## src/rtl/axi4_rd_arbiter.sv

```systemverilog
// Two-requester AXI4 read arbiter: round-robin grant held from AR acceptance to RLAST,
// one outstanding burst, sticky burst-length mismatch flag.
module axi4_rd_arbiter #(
  parameter int unsigned ADDR_W = 32,
  parameter int unsigned DATA_W = 32
) (
  input  logic              ACLK,
  input  logic              ARESET,
  // Requester 0
  input  logic [ADDR_W-1:0] S0_AXI_ARADDR,
  input  logic [7:0]        S0_AXI_ARLEN,
  input  logic [2:0]        S0_AXI_ARSIZE,
  input  logic [1:0]        S0_AXI_ARBURST,
  input  logic              S0_AXI_ARVALID,
  output logic              S0_AXI_ARREADY,
  output logic [DATA_W-1:0] S0_AXI_RDATA,
  output logic [1:0]        S0_AXI_RRESP,
  output logic              S0_AXI_RLAST,
  output logic              S0_AXI_RVALID,
  input  logic              S0_AXI_RREADY,
  // Requester 1
  input  logic [ADDR_W-1:0] S1_AXI_ARADDR,
  input  logic [7:0]        S1_AXI_ARLEN,
  input  logic [2:0]        S1_AXI_ARSIZE,
  input  logic [1:0]        S1_AXI_ARBURST,
  input  logic              S1_AXI_ARVALID,
  output logic              S1_AXI_ARREADY,
  output logic [DATA_W-1:0] S1_AXI_RDATA,
  output logic [1:0]        S1_AXI_RRESP,
  output logic              S1_AXI_RLAST,
  output logic              S1_AXI_RVALID,
  input  logic              S1_AXI_RREADY,
  // Shared master port
  output logic              M_AXI_ARID,
  output logic [ADDR_W-1:0] M_AXI_ARADDR,
  output logic [7:0]        M_AXI_ARLEN,
  output logic [2:0]        M_AXI_ARSIZE,
  output logic [1:0]        M_AXI_ARBURST,
  output logic              M_AXI_ARVALID,
  input  logic              M_AXI_ARREADY,
  input  logic              M_AXI_RID,
  input  logic [DATA_W-1:0] M_AXI_RDATA,
  input  logic [1:0]        M_AXI_RRESP,
  input  logic              M_AXI_RLAST,
  input  logic              M_AXI_RVALID,
  output logic              M_AXI_RREADY,
  output logic              LEN_ERR
);

  typedef enum logic [1:0] {StIdle, StAddr, StData} state_e;

  state_e     state_q, state_d;
  logic       grant_q, grant_d;
  logic       rr_next_q, rr_next_d;
  logic [7:0] beats_q, beats_d;
  logic       len_err_q, len_err_d;
  logic       ar_hs, r_hs;

  // RID is not needed: only one burst is ever outstanding.
  logic unused_rid;
  assign unused_rid = M_AXI_RID;

  assign LEN_ERR = len_err_q;

  always_ff @(posedge ACLK) begin
    if (ARESET) begin
      state_q   <= StIdle;
      grant_q   <= 1'b0;
      rr_next_q <= 1'b0;
      beats_q   <= 8'd0;
      len_err_q <= 1'b0;
    end else begin
      state_q   <= state_d;
      grant_q   <= grant_d;
      rr_next_q <= rr_next_d;
      beats_q   <= beats_d;
      len_err_q <= len_err_d;
    end
  end

  always_comb begin
    state_d        = state_q;
    grant_d        = grant_q;
    rr_next_d      = rr_next_q;
    beats_d        = beats_q;
    len_err_d      = len_err_q;
    ar_hs          = 1'b0;
    r_hs           = 1'b0;
    M_AXI_ARID     = 1'b0;
    M_AXI_ARADDR   = '0;
    M_AXI_ARLEN    = 8'd0;
    M_AXI_ARSIZE   = 3'd0;
    M_AXI_ARBURST  = 2'd0;
    M_AXI_ARVALID  = 1'b0;
    M_AXI_RREADY   = 1'b0;
    S0_AXI_ARREADY = 1'b0;
    S1_AXI_ARREADY = 1'b0;
    S0_AXI_RDATA   = '0;
    S0_AXI_RRESP   = 2'd0;
    S0_AXI_RLAST   = 1'b0;
    S0_AXI_RVALID  = 1'b0;
    S1_AXI_RDATA   = '0;
    S1_AXI_RRESP   = 2'd0;
    S1_AXI_RLAST   = 1'b0;
    S1_AXI_RVALID  = 1'b0;

    unique case (state_q)
      StIdle: begin
        if (S0_AXI_ARVALID || S1_AXI_ARVALID) begin
          state_d = StAddr;
          if (S0_AXI_ARVALID && S1_AXI_ARVALID) grant_d = rr_next_q;
          else                                  grant_d = S1_AXI_ARVALID;
        end
      end

      StAddr: begin
        M_AXI_ARID = grant_q;
        if (grant_q) begin
          M_AXI_ARADDR   = S1_AXI_ARADDR;
          M_AXI_ARLEN    = S1_AXI_ARLEN;
          M_AXI_ARSIZE   = S1_AXI_ARSIZE;
          M_AXI_ARBURST  = S1_AXI_ARBURST;
          M_AXI_ARVALID  = S1_AXI_ARVALID;
          S1_AXI_ARREADY = M_AXI_ARREADY;
        end else begin
          M_AXI_ARADDR   = S0_AXI_ARADDR;
          M_AXI_ARLEN    = S0_AXI_ARLEN;
          M_AXI_ARSIZE   = S0_AXI_ARSIZE;
          M_AXI_ARBURST  = S0_AXI_ARBURST;
          M_AXI_ARVALID  = S0_AXI_ARVALID;
          S0_AXI_ARREADY = M_AXI_ARREADY;
        end
        ar_hs = M_AXI_ARVALID && M_AXI_ARREADY;
        if (ar_hs) begin
          beats_d = M_AXI_ARLEN;
          state_d = StData;
        end
      end

      StData: begin
        if (grant_q) begin
          S1_AXI_RDATA  = M_AXI_RDATA;
          S1_AXI_RRESP  = M_AXI_RRESP;
          S1_AXI_RLAST  = M_AXI_RLAST;
          S1_AXI_RVALID = M_AXI_RVALID;
          M_AXI_RREADY  = S1_AXI_RREADY;
        end else begin
          S0_AXI_RDATA  = M_AXI_RDATA;
          S0_AXI_RRESP  = M_AXI_RRESP;
          S0_AXI_RLAST  = M_AXI_RLAST;
          S0_AXI_RVALID = M_AXI_RVALID;
          M_AXI_RREADY  = S0_AXI_RREADY;
        end
        r_hs = M_AXI_RVALID && M_AXI_RREADY;
        if (r_hs) begin
          // Saturate so an over-long burst keeps flagging instead of wrapping.
          if (beats_q != 8'd0) beats_d = beats_q - 8'd1;
          if (M_AXI_RLAST != (beats_q == 8'd0)) len_err_d = 1'b1;
          if (M_AXI_RLAST) begin
            state_d   = StIdle;
            rr_next_d = ~grant_q;
          end
        end
      end

      default: state_d = StIdle;
    endcase
  end

endmodule

```

## config.mk

```make
export PLATFORM = sky130hd
export DESIGN_NAME = axi4_rd_arbiter
export DESIGN_NICKNAME = d
export VERILOG_FILES = /design/src/rtl/axi4_rd_arbiter.sv
export SDC_FILE = /design/constraint.sdc
export NUM_CORES = 1
export LEC_CHECK = 0
export ABC_CLOCK_PERIOD_IN_PS = 5400
export BUFFER_PORTS_ARGS = -buffer_cell sky130_fd_sc_hd__buf_2
export CORE_AREA = 2 2 101 103
export CTS_CLUSTER_SIZE = 30
export DETAILED_ROUTE_END_ITERATION = 8
export DIE_AREA = 0 0 103 105
export HOLD_SLACK_MARGIN = 0.15
export SKIP_CTS_REPAIR_TIMING = 1
export SLEW_MARGIN = 20
export SYNTH_ARGS = -nofsm -noshare
export SYNTH_HDL_FRONTEND = slang
export SYNTH_SLANG_ARGS = --single-unit
export TNS_END_PERCENT = 30
```

## constraint.sdc

```tcl
create_clock -name ACLK -period 5.4 [get_ports ACLK]
set_clock_uncertainty 0.2 [all_clocks]
set_input_delay 0.27 -clock ACLK [delete_from_list [all_inputs] [get_ports ACLK]]
set_output_delay 0.27 -clock ACLK [all_outputs]
set_load 0.05 [all_outputs]
```

* After elaboration in Yosys (flattened, before gate mapping)
Index checks and enable logic that the tools add are counted.
Operators by class: add/subtract/negate cells 1, multiply operators 0, divide/modulo/power cells 0, magnitude comparators 0, eq/ne operators 8, shift operators 0, multiplexer cells 45, bitwise gates (word level) 1, reductions and logical operators 13
Operators by type and width (count):
- $mux W32 | 6
- $mux W8 | 5
- $mux W1 | 20
- $mux W2 | 10
- $pmux W8 S2 | 1
- $ne A2 B2 Y1 const B | 5
- $logic_not A8 Y1 | 1
- $reduce_and A4 Y1 | 2
- $reduce_bool A8 Y1 | 1
- $sub A8 B1 Y8 const B | 1
- $mux W3 | 2
- $pmux W2 S3 | 1
- $reduce_and A3 Y1 | 2
- $logic_and A1 B1 Y1 | 3
- $eq A2 B1 Y1 const B | 1
- $eq A2 B2 Y1 const B | 1
- $logic_not A2 Y1 | 1
- $reduce_and A2 Y1 | 1
- $reduce_bool A2 Y1 | 1
- $logic_or A1 B1 Y1 | 1
- $ne A1 B1 Y1 | 1
- $not A1 Y1 | 1
Storage, ports and cells: flip-flop bits (word level) 13, bits in latches 0, bits in writable memories 0, ROM bits 0, input port bits 134, word-level logic and storage cells 73, memories kept 0

* Depth between registers and ports, before layout
depth after elaboration 5, gate-level depth with buffers 6, depth with buffers taken out 6

* Least setup slack after synthesis
No wires, ideal clock.
path type flip-flop to output port, start point reg grant_q, end point out M_AXI_ARADDR[20], arrival 1.876 ns, required time 4.930 ns, setup slack 3.054 ns, stages on the path, launching flop included 6, path buffers 3, cells stage by stage dfxtp_1 > buf_4 > clkbuf_1 > buf_2 > mux2i_1 > nor2_1
Between the ends: longest elaborated chain between the ends 2
Ends and longest elaborated chain:
- start: declaration | line 53 | logic grant_q, grant_d;
- start signal: assignment | line 74 | grant_q <= grant_d;
- $mux W32 | line 118 | if (grant_q) begin
- $mux W32 | line 107 | unique case (state_q)
- end: declaration | line 35 | output logic [ADDR_W-1:0] M_AXI_ARADDR,
Every way passes these cells.

* Worst setup path after layout
start point reg grant_q, end point out S0_AXI_RDATA[13]
Between the ends: longest elaborated chain between the ends 2
Ends and longest elaborated chain:
- $mux W32 | line 141 | if (grant_q) begin
- $mux W32 | line 107
- end: declaration | line 16 | output logic [DATA_W-1:0] S0_AXI_RDATA,
Every way passes these cells.

==> flow_metrics.py <==
metrics = {
    "status": {
        "outcome": "complete, no violations",
    },
    "die": {
        "initial_core_util": 0.2015,
        "die_y_um": 105,
        "row_count": 36,
        "ios": 257,
        "fp.dieW_um": 103,
        "fp.coreArea_um2": 9639,
        "fp.dieArea_um2": 10820,
    },
    "logic_synthesis": {
        "synth_nets": 420,
        "synth_compound_area_frac": 0.08119,
        "synthSimpleGateAreaFrac": 0.4478,
        "ys_ff_latch": 13,
        "yosys_warnings": 0,
        "synth.top_cell.area_share": 0.2474,
        "synth_area_leader_cell": "mux2i_1",
        "yosysSeqAreaShare": 0.1340,
        "syn_area_per_cell_um2": 6.838,
        "synth.area.top_cells": "mux2i_1 (25%), and3_1 (23%), dfxtp_1 (13%), nor2_1 (11%), clkbuf_1 (4.6%)",
        "synth_top_family_by_area": "simple AND/OR/NAND/NOR gates",
        "muxShareOfSynthArea": 0.2532,
        "syn_area_um2": 1942,
        "ys_types": 36,
        "synthXorXnorAreaFrac": 0.004510,
        "synth_fa_ha_area_frac": 0.01289,
        "syn_inst": 284,
    },
    "worst_setup_path": {
        "worstSetupPathType": "register to primary output",
        "path_cells": "inv_1, and3_1, buf_2",
        "cp_slowest_stage_delay_ps": 750,
        "critPathMaxFanout": 41,
        "endpoint_kind": "primary output",
        "start_kind": "register",
        "slowest_stage": "dfxtp_4",
        "worstPathArrival_ps": 2230,
        "cp.required_ps": 4930,
        "crit_family": "buffers and inverters",
        "crit_buf_inv": 2,
    },
    "finish": {
        "diodes": 0,
        "fin_util": 0.3489,
        "area_growth_pct": 73.20,
        "final_layout_size_suffix_gt1_frac": 0.5164,
        "stdcell_count": 650,
        "finalNetCount": 654,
        "fin_area_um2": 3363,
    },
    "timing": {
        "finalSetupViolCount": 0,
        "drv_slew": 0,
        "layout_setup_ws_ps": 2700,
        "hold_viol": 0,
        "hold_ws_ps": 137.2,
        "fmax_mhz": 370.4,
        "finalSetupTns_ps": 0,
        "fin_crit_sh": 0.5000,
        "rsz0062_at_grt": "no",
        "maxSlewHeadroom": 0.3957,
        "tightest_slew_ps": 906.4,
        "fin_crit_ps": 2700,
    },
    "clock_network": {
        "path_clk_slew_ps": 60,
        "htreeDepth": 1,
        "clock_tree.buffer_depth": 2,
        "clk_latency_ps": 240,
        "cts_tree": "done",
        "cts.sinks": 13,
        "cts_buffers": 3,
        "cts-root-buf": "clkbuf_8",
    },
    "global_route": {
        "overflow": 0,
        "grt_pass1_vias": 2582,
        "grt_pass1_wl_um": 12560,
        "grt_antenna_before_repair": 0,
        "grt_usage": 0.1412,
        "grt_max_degree": 85,
    },
    "placement": {
        "dp_cells": 644,
        "place.gp.congestion": 0.8354,
        "dpl_cell_area_um2": 3288,
        "port_buffers": 255,
        "place_hpwl_um": 7070,
        "place_ws_ps": 2858,
    },
    "power_and_ir_drop": {
        "ir_drop_mv": 0.07664,
        "power_mw": 0.5188,
        "p_leak_nw": 2.114,
        "power-per-cell-area_nw_per_um2": 154.3,
    },
    "detailed_routing": {
        "ant_nets": 0,
        "wl_met1_um": 3441,
        "drt_iter0_markers": 128,
        "met2_length_um": 4541,
        "route.met3.wl_um": 594,
        "vias": 2945,
        "drc": 0,
        "routed.top_layer": "met4",
        "wl_per_cell_um": 13.34,
        "postRouteWirelength_um": 8671,
        "drt_pass1_iterations": 4,
        "via_per_inst": 4.531,
    },
    "min_path": {
        "min_path_type": "input pin to register",
    },
    "flow_run": {
        "maxCapViolCount": 0,
    },
}
==> path summary, 6_finish.rpt <==
kind	startpoint	endpoint	slack, ps	depth (start not counted)
min reg2reg	beats_q[6]	beats_q[6]	250	2
max reg2reg	grant_q	beats_q[3]	2870	5
min	ARESET	beats_q[7]	140	2
max	grant_q	S0_AXI_RDATA[13]	2700	3
==> cell families (layout without fill, tap and decap cells) <==
kind of cell / count (synthesis) / after routing
buffers and inverters: 32 / 265
adder cells (fa/ha/maj): 2 / 2
multiplexers: 49 / 49
XOR/XNOR: 1 / 1
flip-flops: 13 / 13
AND/OR/NAND/NOR: 164 / 164
AO/OA/AOI/OAI: 23 / 23
==> registers in the layout (all words and copies together), names as in the netlist <==
name	count
grant_q	1
beats_q	8
LEN_ERR	1
rr_next_q	1
state_q	2
==> layer usage <==
metal / up-vias / global-route usage
met3: 10 / 0.01472
met5: - / 0
li1: 1478 / -
met2: 149 / 0.2560
met4: 0 / 0.03571
met1: 1308 / 0.1739
==> layout make-up <==
cell class,instances,area (um^2)
multi-input cells,239,1563
well taps,133,166.4
flip-flops and latches,13,264.0
clock buffers,4,45.04
repair buffers,258,1314
inverters,3,11.26
fillers,1063,6276
==> worst register-to-register path, cell delays in order, from the launching register on <==
cell	delay, ps
dfxtp_4	750
mux2i_1	300
nor3b_4	390
nand2_2	110
or4_1	420
a32o_1	250
==> placed cells by master, fill, tap and decap left out, types with 2 or more instances in the layout <==
master	n
nand3b_1	3
mux2i_1	48
nor4_1	2
a21oi_1	6
o21ai_0	6
clkbuf_8	3
nor2_1	59
and3_1	72
nand3_1	4
nand2_1	8
nor3_1	3
ha_1	2
dfxtp_1	12
nand2b_1	2
a32o_1	4
buf_2	255
inv_1	3
==> power breakdown <==
group | switching (mW) | internal [mW]
logic | 0.218 | 0.100
registers | 0.0133 | 0.100
clock network | 0.0356 | 0.0521
==> cell usage after synthesis (all sizes together) <==
| library cell | count |
|---|---|
| mux2i | 48 |
| clkbuf | 24 |
| nand3b | 3 |
| nand2 | 9 |
| and3 | 72 |
| nor2 | 59 |
| mux2 | 1 |
| o21ai | 6 |
| o22ai | 1 |
| buf | 5 |
| o2bb2ai | 1 |
| nor2b | 2 |
| nand4b | 1 |
| ha | 2 |
| inv | 3 |
| nor3b | 1 |
| nand3 | 4 |
| a32o | 4 |
| and2 | 1 |
| o32ai | 1 |
| or3 | 1 |
| nor3 | 3 |
| o211ai | 1 |
| nor4 | 2 |
| xnor2 | 1 |
| nand4 | 1 |
| a32oi | 1 |
| nand2b | 3 |
| or2 | 1 |
| a21oi | 6 |
| o221ai | 1 |
| or4 | 1 |
| a311oi | 1 |
| dfxtp | 13 |
Power figures use the tool's default switching activity.
